==> src/rtl/mem_bus_pkg.sv <==
// Shared memory-bus definitions: FSM encoding, bus widths, arbiter defaults.
// Also provides the two-master round-robin pick.
package mem_bus_pkg;
   localparam int ADDR_W      = 32;
   localparam int DATA_W      = 32;
   localparam int TIMEOUT_DEF = 1023;
   localparam int CNT_W_DEF   = 10;
   localparam logic [DATA_W-1:0] ERR_DATA_DEF = 32'h0000_0000;

   typedef enum logic [1:0] {
      IDLE  = 2'd0,
      ISSUE = 2'd1,
      RESP  = 2'd2
   } state_e;

   typedef struct packed {
      logic [ADDR_W-1:0] a;
      logic [DATA_W-1:0] d;
      logic              we;
      logic              rd;
   } bus_req_t;

   // On a tie the master that did not win last time gets the bus.
   function automatic logic rr_pick(input logic [1:0] req, input logic last);
      return (&req) ? ~last : req[1];
   endfunction
endpackage

==> src/rtl/mem_bus_arbiter_if.sv <==
// One memory-bus port set (address/data/strobes toward the slave, data/ready/irq back).
// mst drives the request side, slv answers it.
interface mem_bus_arbiter_if;
   import mem_bus_pkg::*;

   logic [ADDR_W-1:0] a;
   logic [DATA_W-1:0] d;
   logic              we;
   logic              rd;
   logic [DATA_W-1:0] spo;
   logic              ready;
   logic              irq;

   modport mst (output a, d, we, rd, input  spo, ready, irq);
   modport slv (input  a, d, we, rd, output spo, ready, irq);
endinterface

==> src/rtl/mem_bus_arbiter_watchdog.sv <==
// Saturating transaction watchdog: cleared at grant, counts while enabled,
// flags expiry in the cycle that would bring the count to TIMEOUT.
module bus_watchdog #(
   parameter int CNT_W   = 10,
   parameter int TIMEOUT = 1023
) (
   input  logic clk,
   input  logic rst_n,
   input  logic clr_i,
   input  logic en_i,
   output logic expired_o
);
   logic [CNT_W-1:0] cnt_q, cnt_d;

   always_comb begin
      cnt_d = cnt_q;
      if (clr_i)
         cnt_d = '0;
      else if (en_i && (cnt_q != {CNT_W{1'b1}}))
         cnt_d = cnt_q + 1'b1;
   end

   always_ff @(posedge clk or negedge rst_n) begin
      if (!rst_n) cnt_q <= '0;
      else        cnt_q <= cnt_d;
   end

   assign expired_o = en_i && (cnt_q >= CNT_W'(TIMEOUT - 1));
endmodule

==> src/rtl/mem_bus_arbiter.sv <==
// Two-master round-robin arbiter for the single memory bus. Each transaction
// holds the bus until the slave answers or the watchdog aborts it.
module mem_bus_arbiter
   import mem_bus_pkg::*;
#(
   parameter int TIMEOUT = TIMEOUT_DEF,
   parameter int CNT_W   = CNT_W_DEF,
   parameter logic [DATA_W-1:0] ERR_DATA = ERR_DATA_DEF
) (
   input  logic clk,
   input  logic rst_n,
   mem_bus_arbiter_if.slv m0,
   mem_bus_arbiter_if.slv m1,
   mem_bus_arbiter_if.mst s,
   output logic gnt,
   output logic busy
);
   bus_req_t [1:0]    req;
   logic     [1:0]    req_v;
   logic     [1:0]    rsp_v;
   state_e            state_q, state_d;
   logic              gnt_q, gnt_d;
   bus_req_t          out_q, out_d;
   logic [DATA_W-1:0] rdata_q, rdata_d;
   logic              err_q, err_d;
   logic              sel;
   logic              wd_clr, wd_en, wd_exp;

   assign req[0] = {m0.a, m0.d, m0.we, m0.rd};
   assign req[1] = {m1.a, m1.d, m1.we, m1.rd};

   for (genvar i = 0; i < 2; i++) begin : g_mst
      assign req_v[i] = req[i].we | req[i].rd;
      assign rsp_v[i] = (state_q == RESP) && (gnt_q == (i != 0));
   end

   always_comb begin
      state_d = state_q;
      gnt_d   = gnt_q;
      out_d   = out_q;
      rdata_d = rdata_q;
      err_d   = err_q;
      wd_clr  = 1'b0;
      wd_en   = 1'b0;
      sel     = rr_pick(req_v, gnt_q);
      case (state_q)
         IDLE: begin
            if (|req_v) begin
               gnt_d = sel;
               // Read+write together is refused without touching the slave.
               if (req[sel].we && req[sel].rd) begin
                  rdata_d = ERR_DATA;
                  err_d   = 1'b1;
                  state_d = RESP;
               end else begin
                  out_d   = req[sel];
                  wd_clr  = 1'b1;
                  state_d = ISSUE;
               end
            end
         end
         ISSUE: begin
            wd_en = 1'b1;
            // s_ready is checked first so a late answer still beats the abort.
            if (s.ready) begin
               rdata_d  = s.spo;
               err_d    = s.irq;
               out_d.we = 1'b0;
               out_d.rd = 1'b0;
               state_d  = RESP;
            end else if (wd_exp) begin
               rdata_d  = ERR_DATA;
               err_d    = 1'b1;
               out_d.we = 1'b0;
               out_d.rd = 1'b0;
               state_d  = RESP;
            end
         end
         RESP:    state_d = IDLE;
         default: state_d = IDLE;
      endcase
   end

   always_ff @(posedge clk or negedge rst_n) begin
      if (!rst_n) begin
         state_q <= IDLE;
         gnt_q   <= 1'b1;
         out_q   <= '0;
         rdata_q <= '0;
         err_q   <= 1'b0;
      end else begin
         state_q <= state_d;
         gnt_q   <= gnt_d;
         out_q   <= out_d;
         rdata_q <= rdata_d;
         err_q   <= err_d;
      end
   end

   bus_watchdog #(.CNT_W(CNT_W), .TIMEOUT(TIMEOUT)) u_wd (
      .clk       (clk),
      .rst_n     (rst_n),
      .clr_i     (wd_clr),
      .en_i      (wd_en),
      .expired_o (wd_exp)
   );

   assign s.a  = out_q.a;
   assign s.d  = out_q.d;
   assign s.we = out_q.we;
   assign s.rd = out_q.rd;

   assign m0.ready = rsp_v[0];
   assign m0.spo   = rsp_v[0] ? rdata_q : '0;
   assign m0.irq   = rsp_v[0] & err_q;
   assign m1.ready = rsp_v[1];
   assign m1.spo   = rsp_v[1] ? rdata_q : '0;
   assign m1.irq   = rsp_v[1] & err_q;

   assign gnt  = gnt_q;
   assign busy = (state_q == ISSUE) || (state_q == RESP);
endmodule

==> src/flat_wrapper.sv <==
// flat-port wrapper written by rule: the top's interface ports become plain ports
module mem_bus_arbiter_flat import mem_bus_pkg::*;
#(
   parameter int TIMEOUT = TIMEOUT_DEF,
   parameter int CNT_W   = CNT_W_DEF,
   parameter logic [DATA_W-1:0] ERR_DATA = ERR_DATA_DEF
)
  (clk, rst_n, gnt, busy, m0_a, m0_d, m0_we, m0_rd, m0_spo, m0_ready, m0_irq, m1_a, m1_d, m1_we, m1_rd, m1_spo, m1_ready, m1_irq, s_a, s_d, s_we, s_rd, s_spo, s_ready, s_irq);
  mem_bus_arbiter_if m0_i ();
  mem_bus_arbiter_if m1_i ();
  mem_bus_arbiter_if s_i ();
  input  logic clk;
  input  logic rst_n;
  output logic gnt;
  output logic busy;
  input wire logic [$bits(m0_i.a)-1:0] m0_a;
  input wire logic [$bits(m0_i.d)-1:0] m0_d;
  input wire logic [$bits(m0_i.we)-1:0] m0_we;
  input wire logic [$bits(m0_i.rd)-1:0] m0_rd;
  output wire logic [$bits(m0_i.spo)-1:0] m0_spo;
  output wire logic [$bits(m0_i.ready)-1:0] m0_ready;
  output wire logic [$bits(m0_i.irq)-1:0] m0_irq;
  input wire logic [$bits(m1_i.a)-1:0] m1_a;
  input wire logic [$bits(m1_i.d)-1:0] m1_d;
  input wire logic [$bits(m1_i.we)-1:0] m1_we;
  input wire logic [$bits(m1_i.rd)-1:0] m1_rd;
  output wire logic [$bits(m1_i.spo)-1:0] m1_spo;
  output wire logic [$bits(m1_i.ready)-1:0] m1_ready;
  output wire logic [$bits(m1_i.irq)-1:0] m1_irq;
  output wire logic [$bits(s_i.a)-1:0] s_a;
  output wire logic [$bits(s_i.d)-1:0] s_d;
  output wire logic [$bits(s_i.we)-1:0] s_we;
  output wire logic [$bits(s_i.rd)-1:0] s_rd;
  input wire logic [$bits(s_i.spo)-1:0] s_spo;
  input wire logic [$bits(s_i.ready)-1:0] s_ready;
  input wire logic [$bits(s_i.irq)-1:0] s_irq;
  assign m0_i.a = m0_a;
  assign m0_i.d = m0_d;
  assign m0_i.we = m0_we;
  assign m0_i.rd = m0_rd;
  assign m0_spo = m0_i.spo;
  assign m0_ready = m0_i.ready;
  assign m0_irq = m0_i.irq;
  assign m1_i.a = m1_a;
  assign m1_i.d = m1_d;
  assign m1_i.we = m1_we;
  assign m1_i.rd = m1_rd;
  assign m1_spo = m1_i.spo;
  assign m1_ready = m1_i.ready;
  assign m1_irq = m1_i.irq;
  assign s_a = s_i.a;
  assign s_d = s_i.d;
  assign s_we = s_i.we;
  assign s_rd = s_i.rd;
  assign s_i.spo = s_spo;
  assign s_i.ready = s_ready;
  assign s_i.irq = s_irq;
  mem_bus_arbiter #(.TIMEOUT(TIMEOUT), .CNT_W(CNT_W), .ERR_DATA(ERR_DATA)) u_core (.clk(clk), .rst_n(rst_n), .m0(m0_i), .m1(m1_i), .s(s_i), .gnt(gnt), .busy(busy));
endmodule
==> config.mk <==
export PLATFORM = sky130hd
export DESIGN_NAME = mem_bus_arbiter_flat
export DESIGN_NICKNAME = d
export VERILOG_FILES = /design/src/rtl/mem_bus_pkg.sv /design/src/rtl/mem_bus_arbiter_if.sv /design/src/rtl/mem_bus_arbiter_watchdog.sv /design/src/rtl/mem_bus_arbiter.sv /design/src/flat_wrapper.sv
export SDC_FILE = /design/constraint.sdc
export NUM_CORES = 1
export LEC_CHECK = 0
export CORE_MARGIN = 2
export CORE_UTILIZATION = 35
export DETAILED_ROUTE_END_ITERATION = 8
export PLACE_DENSITY_LB_ADDON = 0.08
export SKIP_LAST_GASP = 1
export SLEW_MARGIN = 20
export SYNTH_ARGS = -nofsm -noshare
export SYNTH_HDL_FRONTEND = slang
export SYNTH_SLANG_ARGS = --single-unit
==> constraint.sdc <==
create_clock -name clk -period 2.4 [get_ports clk]
set_input_delay 0.24 -clock clk [delete_from_list [all_inputs] [get_ports clk]]
set_output_delay 0.24 -clock clk [all_outputs]
set_load 0.005 [all_outputs]
# == Word level (Yosys, flattened, before mapping) ==
# Index checks and enable logic that the tools add are counted.
# word_totals
wordCells,72
ff_bits,112
inputBits,168
# op_classes
magnitude_cmp,2
bitwise_logic,6
mux,31
n_eq_ne,7
n_addsub,1
n_reduce_logical,16
# ops
op,n
$mux W32,6
$mux W66,2
$pmux W32 S2,1
$mux W10,2
$mux W2,8
$add A10 B1 Y10 const B,1
$ge A10 B10 Y1 const B,1
$ne A10 B10 Y1 const B,1
$mux W1,9
$pmux W2 S2,2
$reduce_and A4 Y1,2
$reduce_and A2 Y1,3
$logic_and A1 B1 Y1,5
$ne A2 B1 Y1 const B,2
$reduce_bool A2 Y1,2
$ne A3 B3 Y1 const B,1
$reduce_and A3 Y1,1
$and A1 B1 Y1,2
$eq A2 B1 Y1 const B,1
$eq A2 B2 Y1 const B,1
$logic_not A2 Y1,1
$lt A1 B2 Y1 const B,1
$ne A2 B2 Y1 const B,1
$not A1 Y1,2
other kinds (4),5

# == Depth between registers and ports, before layout ==
# depth
word_depth,10
depth_mapped,7
mapped_depth_nobuf,6

# == Modules after synthesis ==
# Synthesis repeated with hierarchy kept, for this count alone.
# hier_totals
hier_cells,488
hier_area_um2,6498.7
# by_module_without_submodules
module,instances,cells_per_inst,area_per_inst_um2
mem_bus_arbiter,1,411,5781.8
bus_watchdog,1,77,716.9

# == Worst setup path before layout ==
# No wires, ideal clock.
# synth_timing
kind,register -> register
from,register u_core.u_wd.cnt_q[0]
to,register u_core.rdata_q[0]
stages_incl_launch_ff,8
setup_ns,0.125
path_slack_ns,0.391
path_buffers,1
arrival_ns,1.884
path_cell_list,dfrtp_1 > inv_1 > ha_1 > nor4b_1 > a211oi_4 > o311ai_4 > buf_8 > mux2_4
# synth_via
elab_chain_len,4
# synth_rtl
element,line_no,rtl
"start, declared",mem_bus_arbiter_watchdog.sv:13,"logic [CNT_W-1:0] cnt_q, cnt_d;"
"start signal, assigned",mem_bus_arbiter_watchdog.sv:25,else cnt_q <= cnt_d;
$ge A10 B10 Y1,mem_bus_arbiter_watchdog.sv:28,assign expired_o = en_i && (cnt_q >= CNT_W'(TIMEOUT - 1));
$logic_and A1 B1 Y1,mem_bus_arbiter_watchdog.sv:28,
$ne A3 B3 Y1 (no line),--,
$reduce_and A4 Y1 (no line),--,
"end signal, assigned",mem_bus_arbiter.sv:95,rdata_q <= rdata_d;
"end, declared",mem_bus_arbiter.sv:24,"logic [DATA_W-1:0] rdata_q, rdata_d;"
# Every way passes these cells.
# A chain may end at the register's enable or synchronous reset.

# == Worst setup path after layout ==
# layout_timing
from,register u_core.state_q[0]
to,output port m0_spo[27]
# layout_via
elab_chain_len,3
# layout_rtl
element,line_no,rtl
"start, declared",mem_bus_arbiter.sv:21,"state_e state_q, state_d;"
"start signal, assigned",mem_bus_arbiter.sv:92,state_q <= state_d;
$eq A2 B2 Y1,mem_bus_arbiter.sv:34,assign rsp_v[i] = (state_q == RESP) && (gnt_q == (i != 0));
$logic_and A1 B1 Y1,mem_bus_arbiter.sv:34,
$mux W32,mem_bus_arbiter.sv:114,assign m0.spo = rsp_v[0] ? rdata_q : '0;
"end, declared",flat_wrapper.sv:20,output wire logic [$bits(m0_i.spo)-1:0] m0_spo;
# Every way passes these cells.

==> metrics.md <==
| Metric | Value |
|---|---|
| DIE AREA | `19,070 µm²` |
| Slew headroom | `0.6436` |
| Avg Cell Area, Syn | `12.54 µm²` |
| Routability Congestion | `0.8302` |
| Kind of end point of the critical path | `output pin` |
| Initial antenna violation count | `0` |
| CTS clock-pin slew for the worst setup and hold paths | `0.08 ns` |
| Accumulated negative setup slack | `0 ns` |
| IO Count | `304` |
| Net count, final | `978` |
| Worst setup margin | `0.06683 ns` |
| Synth Area in Simple Gates | `0.1370` |
| Grt ovf | `0` |
| ANT cells | `0` |
| Critical setup path kind | `reg -> out` |
| Share of layout cells above drive strength 1 | `0.2642` |
| Largest family of logic cells by synthesized area | `multiplexers` |
| Clk root buf | `clkbuf_16` |
| Syn Std Cell Area | `6295 µm²` |
| Clk network pwr share | `0.151` |
| CTS Sinks | `112` |
| Register area share after synthesis | `0.4454` |
| CTS tree | `done` |
| Library cells used by synthesis | `49` |
| Ys flop type | `dfrtp_1` |
| Final Skew | `0.005334 ns` |
| Final hold viol count | `0` |
| Gate power share | `0.533` |
| Yosys warns | `0` |
| Worst min path class | `in -> async` |
| GRT Resource Usage Total | `0.1902` |
| Die extent in x | `138.1 µm` |
| Fin crit period | `2.333 ns` |
| Leakage | `4.369 nW` |
| Outcome | `finished clean` |
| Power Internal | `0.006970 W` |
| Worst Setup Start Kind | `flip-flop` |
| Antenna Nets Post-Route | `0` |
| Max-slew violations | `0` |
| Global-route wire length before repair | `29.26 mm` |
| PortBufs | `303` |
| R2R cell count | `8` |
| Cell Pwr Density | `1027 nW/µm²` |
| CP max FO | `15` |
| Largest net degree at the start of global routing | `52` |
| Switching share of power | `0.3218` |
| Vias in the first global route | `5,197` |
| FP Rows | `49` |
| Worst EP arrival | `2.09 ns` |
| Core area | `17,780 µm²` |
| Compound-gate portion of the synthesized area | `0.04254` |
| Slew @ Worst Pin | `0.5346 ns` |
| Clk_lat worst skew | `0.35 ns` |
| Mux cell area share after synthesis | `0.3176` |
| CTS max path bufs | `2` |
| P_sw | `0.003307 W` |
| Sequential power share | `0.316` |
| DR pass1 iterations | `4` |
| EDFF count, synth | `0` |
| Die height | `138.1 µm` |
| Number of synthesized register bits | `112` |
| DRC | `0` |
| Fin crit share | `0.9722` |
| WL per Instance | `18.01 µm` |
| Achievable frequency | `0.4286 GHz` |
| Post-Route WL | `18.71 mm` |
| WP data required | `2.16 ns` |
| Synth Area in XOR/XNOR | `0.006957` |
| Drt first-iter violations | `198` |
| Area grow syn2layout | `59.03%` |
| Dpl hpwl | `13.98 mm` |
| Post-Synth Adder-Cell Area | `0.009938` |
| Initial Util | `0.3540` |
| Asr flop ratio synth | `1.000` |
| Synthesized Nets | `675` |
| Final setup violation count | `0` |
| Setup WS pre-CTS | `0.02568 ns` |
| Routed via count | `5,052` |
| Total CTS buffers | `9` |
| Peak supply drop | `618.0 µV` |
| Cells after Synth | `502` |
| Total of fill cells in the finished design | `1,534` |
| H-tree depth reported by CTS | `3` |
| Vias per Instance | `4.862` |
| Util after Layout | `0.5631` |
| Maxcap violations | `0` |
## cells by family after synthesis
kind of cell / Yosys count
muxes: 164
and+or+nand+nor: 143
buffers and inverters: 42
adders and majority gates: 5
xor gates and xnor gates: 5
AOI/OAI and AO/OA: 31
DFF: 112
## final cells by class
type                    instances  area (µm²)  area share
inverters                       6       22.52    0.002250
flip-flops and latches        112        2804      0.2801
repair buffers                328        3331      0.3327
well taps                     229       286.5     0.02862
clock buffers                  11       242.7     0.02425
multi-input cells             348        3261      0.3257
clock inverters                 5       63.81    0.006374
## metrics by stage
stage / total power, W / hold WS [ns] / instance area [µm²] / instances
after floorplan: 0.006253 / -0.05559 / 6295 / 502
after global placement: 0.008572 / 0.2482 / 9604 / 1019
after detailed placement: 0.008705 / 0.2525 / 9604 / 1019
after CTS: 0.01032 / 0.4246 / 9933 / 1036
after global routing: 0.01092 / 0.4825 / 10010 / 1039
final: 0.01028 / 0.4019 / 10010 / 1039
## worst max-delay path, cell delays in order, from the launching register on
cell and delay [ns]:
dfrtp_1 0.41, inv_2 0.07, ha_2 0.18, nor2b_4 0.16
buf_12 0.13, clkbuf_16 0.16, and2_1 0.13, clkdlybuf4s50_1 0.50
## cells in the final DEF (no fill, tap or decap), types with 5 or more instances in the layout
cell type | netlist | final
mux2_2 | 115 | 115
clkdlybuf4s50_1 | 0 | 302
buf_4 | 0 | 17
a21oi_1 | 6 | 6
buf_12 | 0 | 6
inv_1 | 6 | 5
mux2_1 | 7 | 7
dfrtp_1 | 111 | 111
and3_1 | 65 | 65
and2_1 | 34 | 34
nor2_1 | 10 | 9
clkbuf_16 | 0 | 11
mux2_4 | 41 | 41
nand2_1 | 9 | 9
## flip-flops by register name (all words and copies together) (netlist names)
register and count:
u_core.state_q 2, u_core.err_q 1, u_core.gnt 1, u_core.s.rd 1
u_core.s.d 32, u_core.s.a 32, u_core.u_wd.cnt_q 10, u_core.s.we 1
u_core.rdata_q 32
## power groups by stage
| stage | sequential [W] | combinational (W) | clock, W |
|---|---|---|---|
| floorplan | 0.00321 | 0.00304 | 0 |
| global placement | 0.00327 | 0.00531 | 0 |
| detailed placement | 0.00330 | 0.00541 | 0 |
| CTS | 0.00327 | 0.00544 | 0.00162 |
| global route | 0.00337 | 0.00585 | 0.00169 |
| finish | 0.00325 | 0.00548 | 0.00155 |
## path summary, 6_finish.rpt
check / from / to / slack, ns
max: u_core.state_q[0] / m0_spo[27] / 0.07
min: rst_n / u_core.s.d[17] / 0.40
max reg2reg: u_core.u_wd.cnt_q[0] / u_core.rdata_q[26] / 0.26
min reg2reg: u_core.s.a[1] / u_core.s.a[1] / 0.49
max in group asynchronous: rst_n / u_core.rdata_q[10] / 1.26
min in group clk: u_core.s.a[1] / u_core.s.a[1] / 0.49
## routing by layer
| layer | vias up | track usage | routed length (µm) |
|---|---|---|---|
| met3 | 8 | 0.05611 | 1153 |
| met5 | - | 0 | 0 |
| met2 | 174 | 0.3304 | 9483 |
| met1 | 2478 | 0.2386 | 7949 |
| met4 | 0 | 0.03276 | 126 |
| li1 | 2392 | - | - |
## synth_stat cells (all sizes together) (2+ instances only)
master  instances  area (µm²)
a211oi          2       27.53
a21oi           6       30.03
a22o            2       17.52
and2           36       230.2
and3           65       406.6
and4            2       17.52
buf            19       168.9
clkbuf         17       63.81
dfrtp         111        2778
ha              5       62.56
inv             6       22.52
mux2          163        1989
nand2           9       33.78
nand3           4       20.02
nand4           3       18.77
nor2           10       37.54
nor2b           3       18.77
nor3            2       10.01
o211ai          3       22.52
o21ai           7       46.30
o311ai          2       42.55
o31ai           2       15.01
or3             2       12.51
xnor2           2       17.52
xor2            3       26.28
## timing repair
| action | 4_1_cts | 5_1_grt |
|---|---|---|
| hold buffers | 1 | 0 |
| endpoints found under the hold margin | 37 | 0 |
| setup endpoints to repair | 31 | 33 |
| cloned | 0 | 2 |
| setup buffers | 0 | 1 |
| resized for setup | 3 | 3 |
| pin swaps | 0 | 0 |
No activity file was read; power rests on OpenSTA's default activity.
